<file path="config.mk">
export PLATFORM = sky130hd
export DESIGN_NAME = msg_echo_resp
export DESIGN_NICKNAME = d
export VERILOG_FILES = /design/src/rtl/msg_echo_resp.sv
export SDC_FILE = /design/constraint.sdc
export NUM_CORES = 1
export LEC_CHECK = 0
export CORE_ASPECT_RATIO = 0.75
export CORE_UTILIZATION = 34
export DETAILED_ROUTE_END_ITERATION = 12
export HOLD_SLACK_MARGIN = 0.03
export PLACE_DENSITY = 0.64
export SYNTH_ARGS = -nofsm -noshare
export SYNTH_HDL_FRONTEND = slang
export SYNTH_SLANG_ARGS = --single-unit
export TNS_END_PERCENT = 30
</file>
<file path="constraint.sdc">
create_clock -name i_clk -period 4.1 [get_ports i_clk]
set_clock_uncertainty 0.1 [all_clocks]
set_input_delay 0.82 -clock i_clk [delete_from_list [all_inputs] [get_ports i_clk]]
set_output_delay 0.82 -clock i_clk [all_outputs]
set_load 0.03 [all_outputs]
</file>
<file path="src/rtl/msg_echo_resp.sv">
// Four-phase message responder: checks redundancy and destination, then echoes dat+DAT_INC back to the sender.
// Latency: i0_ack rises 2 edges after the request is sampled; o0_req rises 2 edges after i0_req is released.
// Backpressure: one message in flight; a stale high o0_ack holds off o0_req. Optional MSG_ECHO_SEQ_CHECK_EN adds a data-sequence check.
`ifndef NS_ADDRESS_SIZE
`define NS_ADDRESS_SIZE 8
`endif
`ifndef NS_DATA_SIZE
`define NS_DATA_SIZE 8
`endif
`ifndef NS_REDUN_SIZE
`define NS_REDUN_SIZE 4
`endif

module msg_echo_resp #(
    parameter int MY_ADDR = 10,
    parameter int DAT_INC = 1,
    parameter int ASZ     = `NS_ADDRESS_SIZE,
    parameter int DSZ     = `NS_DATA_SIZE,
    parameter int RSZ     = `NS_REDUN_SIZE
) (
    input  logic           i_clk,
    input  logic           reset,
    input  logic [ASZ-1:0] i0_src,
    input  logic [ASZ-1:0] i0_dst,
    input  logic [DSZ-1:0] i0_dat,
    input  logic [RSZ-1:0] i0_red,
    input  logic           i0_req,
    output logic           i0_ack,
    output logic [ASZ-1:0] o0_src,
    output logic [ASZ-1:0] o0_dst,
    output logic [DSZ-1:0] o0_dat,
    output logic [RSZ-1:0] o0_red,
    output logic           o0_req,
    input  logic           o0_ack,
    output logic [3:0]     dbg_leds,
    output logic [3:0]     dbg_disp0,
    output logic [3:0]     dbg_disp1
);

    localparam int MW = 2*ASZ + DSZ;

    // XOR-fold of {src,dst,dat} into RSZ-bit chunks.
    function automatic logic [RSZ-1:0] calc_redun(input logic [ASZ-1:0] s,
                                                  input logic [ASZ-1:0] d,
                                                  input logic [DSZ-1:0] x);
        logic [MW-1:0]  v;
        logic [RSZ-1:0] r;
        v = {s, d, x};
        r = '0;
        for (int k = 0; k < (MW + RSZ - 1) / RSZ; k++) begin
            r = r ^ RSZ'(v >> (k * RSZ));
        end
        return r;
    endfunction

    typedef enum logic [2:0] {S_IDLE, S_CHECK, S_ACK, S_SEND, S_REL} state_t;

    state_t         state_q, state_d;
    logic [ASZ-1:0] lat_src_q, lat_src_d;
    logic [ASZ-1:0] lat_dst_q, lat_dst_d;
    logic [DSZ-1:0] lat_dat_q, lat_dat_d;
    logic [RSZ-1:0] lat_red_q, lat_red_d;
    logic           msg_ok_q, msg_ok_d;
    logic           i0_ack_q, i0_ack_d;
    logic           o0_req_q, o0_req_d;
    logic [ASZ-1:0] o0_src_q, o0_src_d;
    logic [ASZ-1:0] o0_dst_q, o0_dst_d;
    logic [DSZ-1:0] o0_dat_q, o0_dat_d;
    logic [RSZ-1:0] o0_red_q, o0_red_d;
    logic           err_red_q, err_red_d;
    logic           err_dst_q, err_dst_d;
    logic [3:0]     err_cnt_q, err_cnt_d;
    logic [DSZ-1:0] rep_cnt_q, rep_cnt_d;
    logic           busy_q, busy_d;
    logic           err_seq;

`ifdef MSG_ECHO_SEQ_CHECK_EN
    logic           err_seq_q, err_seq_d;
    logic [DSZ-1:0] last_dat_q, last_dat_d;
    logic           seen_q, seen_d;
    assign err_seq = err_seq_q;
`else
    assign err_seq = 1'b0;
`endif

    logic           red_bad, dst_bad, cnt_inc;
    logic [DSZ-1:0] reply_dat;

    assign red_bad   = lat_red_q != calc_redun(lat_src_q, lat_dst_q, lat_dat_q);
    assign dst_bad   = lat_dst_q != ASZ'(MY_ADDR);
    assign reply_dat = lat_dat_q + DSZ'(DAT_INC);

    always_comb begin
        state_d   = state_q;
        lat_src_d = lat_src_q;
        lat_dst_d = lat_dst_q;
        lat_dat_d = lat_dat_q;
        lat_red_d = lat_red_q;
        msg_ok_d  = msg_ok_q;
        i0_ack_d  = i0_ack_q;
        o0_req_d  = o0_req_q;
        o0_src_d  = o0_src_q;
        o0_dst_d  = o0_dst_q;
        o0_dat_d  = o0_dat_q;
        o0_red_d  = o0_red_q;
        err_red_d = err_red_q;
        err_dst_d = err_dst_q;
        err_cnt_d = err_cnt_q;
        rep_cnt_d = rep_cnt_q;
        cnt_inc   = 1'b0;
`ifdef MSG_ECHO_SEQ_CHECK_EN
        err_seq_d  = err_seq_q;
        last_dat_d = last_dat_q;
        seen_d     = seen_q;
`endif
        case (state_q)
            S_IDLE: begin
                if (i0_req && !i0_ack_q) begin
                    lat_src_d = i0_src;
                    lat_dst_d = i0_dst;
                    lat_dat_d = i0_dat;
                    lat_red_d = i0_red;
                    state_d   = S_CHECK;
                end
            end
            S_CHECK: begin
                err_red_d = err_red_q | red_bad;
                err_dst_d = err_dst_q | dst_bad;
                msg_ok_d  = !(red_bad || dst_bad);
                cnt_inc   = red_bad || dst_bad;
`ifdef MSG_ECHO_SEQ_CHECK_EN
                // Sequence errors still produce a reply; only valid messages advance last_dat.
                if (!(red_bad || dst_bad)) begin
                    if (seen_q && (lat_dat_q != last_dat_q + DSZ'(1))) begin
                        err_seq_d = 1'b1;
                        cnt_inc   = 1'b1;
                    end
                    last_dat_d = lat_dat_q;
                    seen_d     = 1'b1;
                end
`endif
                if (cnt_inc && (err_cnt_q != 4'hF)) begin
                    err_cnt_d = err_cnt_q + 4'd1;
                end
                i0_ack_d = 1'b1;
                state_d  = S_ACK;
            end
            S_ACK: begin
                if (!i0_req) begin
                    i0_ack_d = 1'b0;
                    if (msg_ok_q) begin
                        o0_src_d = ASZ'(MY_ADDR);
                        o0_dst_d = lat_src_q;
                        o0_dat_d = reply_dat;
                        o0_red_d = calc_redun(ASZ'(MY_ADDR), lat_src_q, reply_dat);
                        state_d  = S_SEND;
                    end else begin
                        state_d  = S_IDLE;
                    end
                end
            end
            S_SEND: begin
                if (!o0_req_q && !o0_ack) begin
                    o0_req_d = 1'b1;
                end else if (o0_req_q && o0_ack) begin
                    o0_req_d = 1'b0;
                    state_d  = S_REL;
                end
            end
            S_REL: begin
                if (!o0_ack) begin
                    rep_cnt_d = rep_cnt_q + DSZ'(1);
                    state_d   = S_IDLE;
                end
            end
            default: state_d = S_IDLE;
        endcase
        busy_d = state_d != S_IDLE;
    end

    always_ff @(posedge i_clk) begin
        if (reset) begin
            state_q   <= S_IDLE;
            lat_src_q <= '0;
            lat_dst_q <= '0;
            lat_dat_q <= '0;
            lat_red_q <= '0;
            msg_ok_q  <= 1'b0;
            i0_ack_q  <= 1'b0;
            o0_req_q  <= 1'b0;
            o0_src_q  <= '0;
            o0_dst_q  <= '0;
            o0_dat_q  <= '0;
            o0_red_q  <= '0;
            err_red_q <= 1'b0;
            err_dst_q <= 1'b0;
            err_cnt_q <= '0;
            rep_cnt_q <= '0;
            busy_q    <= 1'b0;
`ifdef MSG_ECHO_SEQ_CHECK_EN
            err_seq_q  <= 1'b0;
            last_dat_q <= '0;
            seen_q     <= 1'b0;
`endif
        end else begin
            state_q   <= state_d;
            lat_src_q <= lat_src_d;
            lat_dst_q <= lat_dst_d;
            lat_dat_q <= lat_dat_d;
            lat_red_q <= lat_red_d;
            msg_ok_q  <= msg_ok_d;
            i0_ack_q  <= i0_ack_d;
            o0_req_q  <= o0_req_d;
            o0_src_q  <= o0_src_d;
            o0_dst_q  <= o0_dst_d;
            o0_dat_q  <= o0_dat_d;
            o0_red_q  <= o0_red_d;
            err_red_q <= err_red_d;
            err_dst_q <= err_dst_d;
            err_cnt_q <= err_cnt_d;
            rep_cnt_q <= rep_cnt_d;
            busy_q    <= busy_d;
`ifdef MSG_ECHO_SEQ_CHECK_EN
            err_seq_q  <= err_seq_d;
            last_dat_q <= last_dat_d;
            seen_q     <= seen_d;
`endif
        end
    end

    assign i0_ack    = i0_ack_q;
    assign o0_req    = o0_req_q;
    assign o0_src    = o0_src_q;
    assign o0_dst    = o0_dst_q;
    assign o0_dat    = o0_dat_q;
    assign o0_red    = o0_red_q;
    assign dbg_leds  = {busy_q, err_seq, err_dst_q, err_red_q};
    assign dbg_disp0 = lat_dat_q[3:0];
    assign dbg_disp1 = err_cnt_q;

endmodule
</file>
==> Word-level counts from Yosys, hierarchy flattened <==
Cells that the tools add are included.
{ "word_totals": {"reg_bits": 62} }
{ "classes": {"add_sub_neg": 2, "n_eq_ne": 8, "mux": 11, "bitwise_logic": 12, "n_reduce_logical": 18} }
{ "ops": {"columns": ["cell", "n"], "rows": [
  ["4-bit bitwise XOR", 8],
  ["3-bit 2-to-1 mux", 5],
  ["3-bit case mux with 5 select lines", 1],
  ["8-bit by 1-bit adder with 8-bit output, second input constant", 1],
  ["8-bit by 4-bit != test with 1-bit output, second input constant", 1],
  ["2-bit AND reduction", 4],
  ["3-bit by 2-bit == test with 1-bit output, second input constant", 2],
  ["4-bit by 1-bit adder with 4-bit output, second input constant", 1],
  ["1-bit logical AND", 4],
  ["1-bit zero test", 4],
  ["4-bit != test", 1],
  ["4-bit != test, second input constant", 1],
  ["2-bit nonzero test", 2],
  ["3-bit by 1-bit == test with 1-bit output, second input constant", 1],
  ["3-bit == test, second input constant", 1],
  ["3-bit zero test", 1],
  ["1-bit 2-to-1 mux", 3],
  ["3-bit AND reduction", 1],
  ["3-bit nonzero test", 1],
  ["2-bit 2-to-1 mux", 1],
  ["2-bit != test, second input constant", 1],
  ["2-bit inverter", 1],
  ["1-bit OR", 2],
  ["1-bit case mux with 2 select lines", 1],
  ["2 further kinds", 2]
]} }

==> Depth between registers and ports, before layout <==
Gate-level depths: netlist of the first run.
{ "logic_depth": {"depth_word": 9, "depth_mapped": 7} }

==> Least setup slack after synthesis of the first run <==
No wires, ideal clock.
{ "synth_timing": {"path_kind": "register to register", "startpoint": "reg lat_src_q[0]", "endpoint": "reg err_cnt_q[0] (netlist: dbg_disp1[0])", "setup_time_ns": 0.123, "t_arrival_ns": 1.911, "slack_ns": 1.966, "stages_incl_launch_ff": 6, "n_path_buf": 0, "path_cell_list": "dfxtp_1 -> xnor3_2 -> xnor3_2 -> nor4_4 -> a21oi_1 -> mux2_1"} }
{ "synth_between": {"elab_chain_cells": 6} }
{ "synth_rtl": {"columns": ["item", "line", "source"], "rows": [
  ["start, declared", "59", "logic [ASZ-1:0] lat_src_q, lat_src_d;"],
  ["start signal, assigned", "207", "lat_src_q <= lat_src_d;"],
  ["4-bit bitwise XOR (2 in series)", "51", "r = r ^ RSZ'(v >> (k * RSZ));"],
  ["4-bit != test", "89", "assign red_bad = lat_red_q != calc_redun(lat_src_q, lat_dst_q, lat_dat_q);"],
  ["1-bit logical OR", "130", "cnt_inc = red_bad || dst_bad;"],
  ["1-bit logical AND", "142", "if (cnt_inc && (err_cnt_q != 4'hF)) begin"],
  ["2-bit AND reduction (no line)", null, null],
  ["end signal, assigned", "220", "err_cnt_q <= err_cnt_d;"],
  ["end, declared", "72", "logic [3:0] err_cnt_q, err_cnt_d;"]
]} }
No other way between the ends.
A chain may end at the register's enable or synchronous reset.

==> Worst setup path after layout of the first run <==
{ "layout_timing": {"startpoint": "in i0_req", "endpoint": "reg busy_q"} }
{ "layout_between": {"elab_chain_cells": 4, "elab_cells_between_ends": 5} }
{ "layout_rtl": {"columns": ["item", "line", "source"], "rows": [
  ["start, declared", "27", "input logic i0_req,"],
  ["1-bit logical AND", "118", "if (i0_req && !i0_ack_q) begin"],
  ["3-bit 2-to-1 mux", "118", null],
  ["3-bit case mux with 5 select lines *", "116", "case (state_q)"],
  ["3-bit nonzero test *", "178", "busy_d = state_d != S_IDLE;"],
  ["end signal, assigned", "222", "busy_q <= busy_d;"],
  ["end, declared", "74", "logic busy_q, busy_d;"]
]} }
Mark *: on every way between the ends. The rest lies on a longest branch, timed or not.

==> results.toml, run 1 <==
[clocking]
cts-htree-levels = 3
insertion_delay_ns = 0.32
cts-root-buf = "clkbuf_16"
clk_pin_slew_ns = 0.05
cts.repair.resized = 0
postCtsSetupRepairBufs = 0
holdBufCountCts = 0
clock-sinks = 62
cts-buffers-inserted = 9
tritoncts = "built"
clockBufferDepth = 2

[synth]
yosysSeqAreaShare_pct = 42.7
synth_top_area_share_pct = 42.7
synth_ff_type = "dfxtp_1"
synth.largest_area_cell = "dfxtp_1"
synthTopCellsByArea = "dfxtp_1, nand2_1, a21oi_1, xnor3_1, xnor2_1"
ys_ff_latch = 62
synthesis.area_um2 = 2910
syn_avg_cell_area_um2 = 8.71
yosysUniqueCellTypes = 36
synth-async-reset-ratio_pct = 0
synth-edff-count = 0
syn-instance-count = 334
yosysWarnings = 0

[power]
p_int_uw = 1310
p_leak_uw = 0.00143
power_switching_uw = 478
power_frac_seq_pct = 37.9
clkPwrFrac_pct = 42.5
ir_drop_mv = 0.241
p_per_area_nw_per_um2 = 462
p_sw_share_pct = 26.7
combPwrFrac_pct = 19.6

[sta]
fmax_mhz = 382
setup-tns-final_ns = 0
post-route-period-util_pct = 63.9
slew_viol_final = 0
setup_viol = 0
post-route-min-period_ns = 2.62
holdWs_ns = 0.347
worst_pin_slew_ns = 1.09
relSlewSlack_pct = 27.4
finalHoldViolations = 0
rsz0062_at_grt = "false"

[cells_and_area]
drive_gt1_share_pct = 6.38
layout_commonest_cell = "nand2_1"
final_nets = 423
fin_util_pct = 47.8
final_cell_mix = "nand2_1, clkdlybuf4s50_1, dfxtp_1"
antenna-diode-count = 0
synthToLayoutAreaGrowth_pct = 33.0

[route]
top_layer = "met4"
drc = 0
num_vias = 2344
wl_mm = 6.78
wire_per_inst_um = 13.6
wl_met2_mm = 3.01
wl_met3_um = 408
ant_nets = 0
via_per_inst = 4.72
drtPass1Iterations = 4
met1_length_mm = 3.32
drt_iter0_drc = 75

[worst_setup_path]
required_ns = 4.20
cp_slowest_cell = "clkdlybuf4s50_1"
end_kind = "flip-flop"
path_cells = "clkdlybuf4s50_1 > nor3_1 > nand3_1 > o21ai_0 > o21a_1 > or3_1"
r2r-start = "lat_dat_q[0]"
worst-path-max-fanout = 12
cpPeakStageDelay_ns = 0.52
arrival_ns = 2.72
worst-setup-path-type = "input pin to flip-flop"
startpoint = "i0_req"
cp-start-kind = "input pin"

[placed_design]
dpl.hpwl_mm = 4.86
io_buffers = 66
gp_congestion = 0.821

[global_routing]
first_global_vias = 2133
grt_usage_pct = 15.9
grt_antenna_before_repair = 0
grt-ovfl-total = 0
grt_max_degree = 40
grt_pass1_wl_mm = 10.6

[die]
rows = 28
io_pins = 74
core_um2 = 8090
start_util_pct = 35.9
fp.dieH_um = 82.1
die_w_um = 109
dieArea_um2 = 8930

[job]
drv_cap = 0

[worst_hold_path]
min_path_type = "flip-flop to flip-flop"
hp-start = "err_dst_q"

[status]
outcome = "complete, no violations"
[power groups by stage]
stage | Sequential (uW) | Clock, uW | Combinational (uW)
floorplan | 685 | 0 | 269
global placement | 688 | 0 | 345
detailed placement | 688 | 0 | 351
CTS | 676 | 779 | 354
global route | 682 | 812 | 376
finish | 677 | 760 | 349
[sequential cells by signal (all words and copies together) (netlist names)]
name       flops
state_q        3
o0_dst         8
o0_req         1
lat_dat_q      8
o0_dat         8
lat_src_q      8
err_dst_q      1
lat_red_q      4
err_red_q      1
i0_ack         1
lat_dst_q      8
dbg_disp1      4
msg_ok_q       1
busy_q         1
o0_red         4
o0_src         1
[critical path: cells and delay by family]
kind	cells	cell delay, ns
AOI/OAI and AO/OA	2	0.55
buffers and inverters	1	0.52
and+or+nand+nor	3	0.84
[layout make-up]
type                    count  area [um^2]
repair buffers             68          671
well taps                 105          131
flip-flops and latches     62         1240
clock inverters             5         57.6
multi-input cells         240         1490
fillers                   792         4230
inverters                   6         22.5
clock buffers              11          253
[layer usage]
layer / global-route usage, % / vias to the layer above
li1: - / 1199
met1: 20.5 / 1068
met2: 25.4 / 71
met3: 5.81 / 6
met4: 3.65 / 0
met5: 0 / -
[path summary, 6_finish.rpt]
path	depth (start not counted)	end	slack (ns)
worst min-delay path	2	err_dst_q	0.35
worst max register to register	5	dbg_disp1[0]	1.78
worst max-delay path	6	busy_q	1.48
worst min register to register	2	err_dst_q	0.35
[stage by stage]
step / power (uW) / std cells / worst slack (ns) / instance area [um^2]
6_report: 1790 / 497 / 1.48 / 3870
3_5_place_dp: 1040 / 481 / 1.17 / 3560
5_1_grt: 1870 / 497 / 1.33 / 3870
3_3_place_gp: 1030 / 481 / 1.24 / 3560
2_1_floorplan: 953 / 340 / 1.97 / 2930
4_1_cts: 1810 / 497 / 1.44 / 3870
[Yosys cell counts (2+ instances only)]
master and count:
a211oi_1 11, a21oi_1 43, and2_1 3, and3_1 4, buf_1 2, buf_4 15
clkbuf_1 15, dfxtp_1 62, ha_1 4, inv_1 6, mux2_1 2, nand2_1 84
nand2b_1 4, nand3_1 4, nor2_1 19, nor2b_1 5, nor3_1 3, nor4_1 2
o21a_1 3, o21ai_0 2, xnor2_1 14, xnor3_1 7, xnor3_2 3, xor2_1 5
[logic make-up after synthesis]
group	Yosys count	share of synthesized area [%]
other	1	0.129
multiplexers	3	1.12
AND/OR/NAND/NOR	133	20.2
adder cells (fa/ha/maj)	4	1.72
buffers and inverters	38	6.84
flip-flops	62	42.7
XOR/XNOR	29	13.6
AO/OA/AOI/OAI	64	13.7
(Power assumes the default switching activity.)
==> run 2, diff against run 1 <==
clock period = 2.42 ns   (was 4.1 ns; I/O delays follow)
==> run 2 against run 1 <==
Global-route usage is 0.35 points higher. Sequential share of layout area fell by 0.65 points. Non-clock buffer count up 10. Power increased by 70%. Register-to-register slack worse by 1.6 ns. Sequential power increased by 68%. First-iteration DRC count rose by 40%. Utilization is 0.99 points higher. Hold slack better by 0.0014 ns. Design area rose by 2.1%. Clock-buffer cell count is 2 higher. Critical path type is now flip-flop to flip-flop. Critical endpoint is now dbg_disp1[0]. Highest routed layer unchanged.
==> results.toml, run 2 (synthesis gave the netlist of run 1 again) <==
[worst_setup_path]
worst-path-max-fanout = 3
end_kind = "flip-flop"
path_cells = "xnor3_2 > xnor3_2 > nor4_4 > a21oi_1 > mux2_1"
worst-setup-path-type = "flip-flop to flip-flop"
cpPeakStageDelay_ns = 0.45
crit_family = "XOR/XNOR gates"
cp_num_buf_inv = 0
rrSetupSlack_ns = 0.18
cp-start-kind = "flip-flop"
arrival_ns = 2.35
path_common_cell = "xnor3_2"
cp_slowest_cell = "xnor3_2"
required_ns = 2.53

[placed_design]
dp_cells = 491
dpl.hpwl_mm = 4.92
io_buffers = 66
gp_congestion = 0.783

[route]
via_per_inst = 4.73
drt_iter0_drc = 105
drc = 0
wire_per_inst_um = 13.2
ant_nets = 0
drtPass1Iterations = 4
wl_mm = 6.70
num_vias = 2400

[clocking]
cts.repair.resized = 0
cts-buffers-inserted = 9
postCtsSetupRepairBufs = 0
clock-sinks = 62
cts-htree-levels = 3
clockBufferDepth = 2
clk_pin_slew_ns = 0.05
holdBufCountCts = 0
tritoncts = "built"
cts-root-buf = "clkbuf_16"
insertion_delay_ns = 0.33

[sta]
post-route-period-util_pct = 92.5
rsz0062_at_grt = "false"
setup-tns-final_ns = 0
finalHoldViolations = 0
fmax_mhz = 447
slew_viol_final = 0
post-route-min-period_ns = 2.24
setup_viol = 0

[global_routing]
grt_max_degree = 31
first_global_vias = 2282
grt_antenna_before_repair = 0
grt-ovfl-total = 0
grt_pass1_wl_mm = 10.8
grt_usage_pct = 16.2

[die]
start_util_pct = 35.9
io_pins = 74
dieArea_um2 = 8930
die_w_um = 109
fp.dieH_um = 82.1
rows = 28
core_um2 = 8090

[cells_and_area]
multiInputGateArea_um2 = 1490
fill_cells = 792
final_cell_mix = "nand2_1, clkdlybuf4s50_1, dfxtp_1"
register_area_um2 = 1240
fin_cells = 507
synthToLayoutAreaGrowth_pct = 35.7
layout_commonest_cell = "nand2_1"
drive_gt1_share_pct = 8.21
antenna-diode-count = 0
final_nets = 433

[worst_hold_path]
min_path_type = "flip-flop to flip-flop"

[power]
ir_drop_mv = 0.324
p_leak_uw = 0.00148
p_per_area_nw_per_um2 = 769

[status]
outcome = "complete, no violations"

[job]
drv_cap = 0
## run 2: area by class of cell
cell class	count	area share, %
clock buffers	13	6.59
clock inverters	3	1.08
inverters	6	0.571
multi-input cells	240	37.8
flip-flops and latches	62	31.5
well taps	105	3.33
repair buffers	78	19.2
## run 2: worst register-to-register path: stages (launching register included)
cell,delay [ns]
dfxtp_1,0.34
xnor3_2,0.44
xnor3_2,0.45
nor4_4,0.32
a21oi_1,0.15
mux2_1,0.32
## run 2: final timing paths
check                     from            to  cells past startpoint
setup reg to reg  lat_src_q[0]  dbg_disp1[0]                      5
hold reg to reg      err_red_q     err_red_q                      2
setup / recovery  lat_src_q[0]  dbg_disp1[0]                      5
hold / removal       err_red_q     err_red_q                      2
## run 2: where the power goes
group / internal (uW) / leakage (uW) / total (uW) / switching [uW]
combinational: 303 / 0.000832 / 618 / 314
clock: 851 / 0.000146 / 1280 / 430
sequential: 1080 / 0.000505 / 1140 / 55.2
## run 2: layer usage
metal	global-route usage (%)	routed length (um)	part of all wire (%)
met4	6.22	75	1.1
met2	25.4	2970	44
met1	20.8	3280	49
met5	0	0	0
met3	5.49	366	5.5
## run 2: metrics by stage
step	worst slack [ns]	area, um^2	power (uW)	hold slack [ns]	utilization [%]
floorplan	0.286	2930	1620	0.326	-
global placement	0.157	3640	1770	0.341	45.0
detailed placement	0.112	3640	1780	0.344	45.0
CTS	0.155	3950	3070	0.356	48.8
global route	0.0224	3950	3180	0.379	48.8
finish	0.181	3950	3040	0.349	48.8
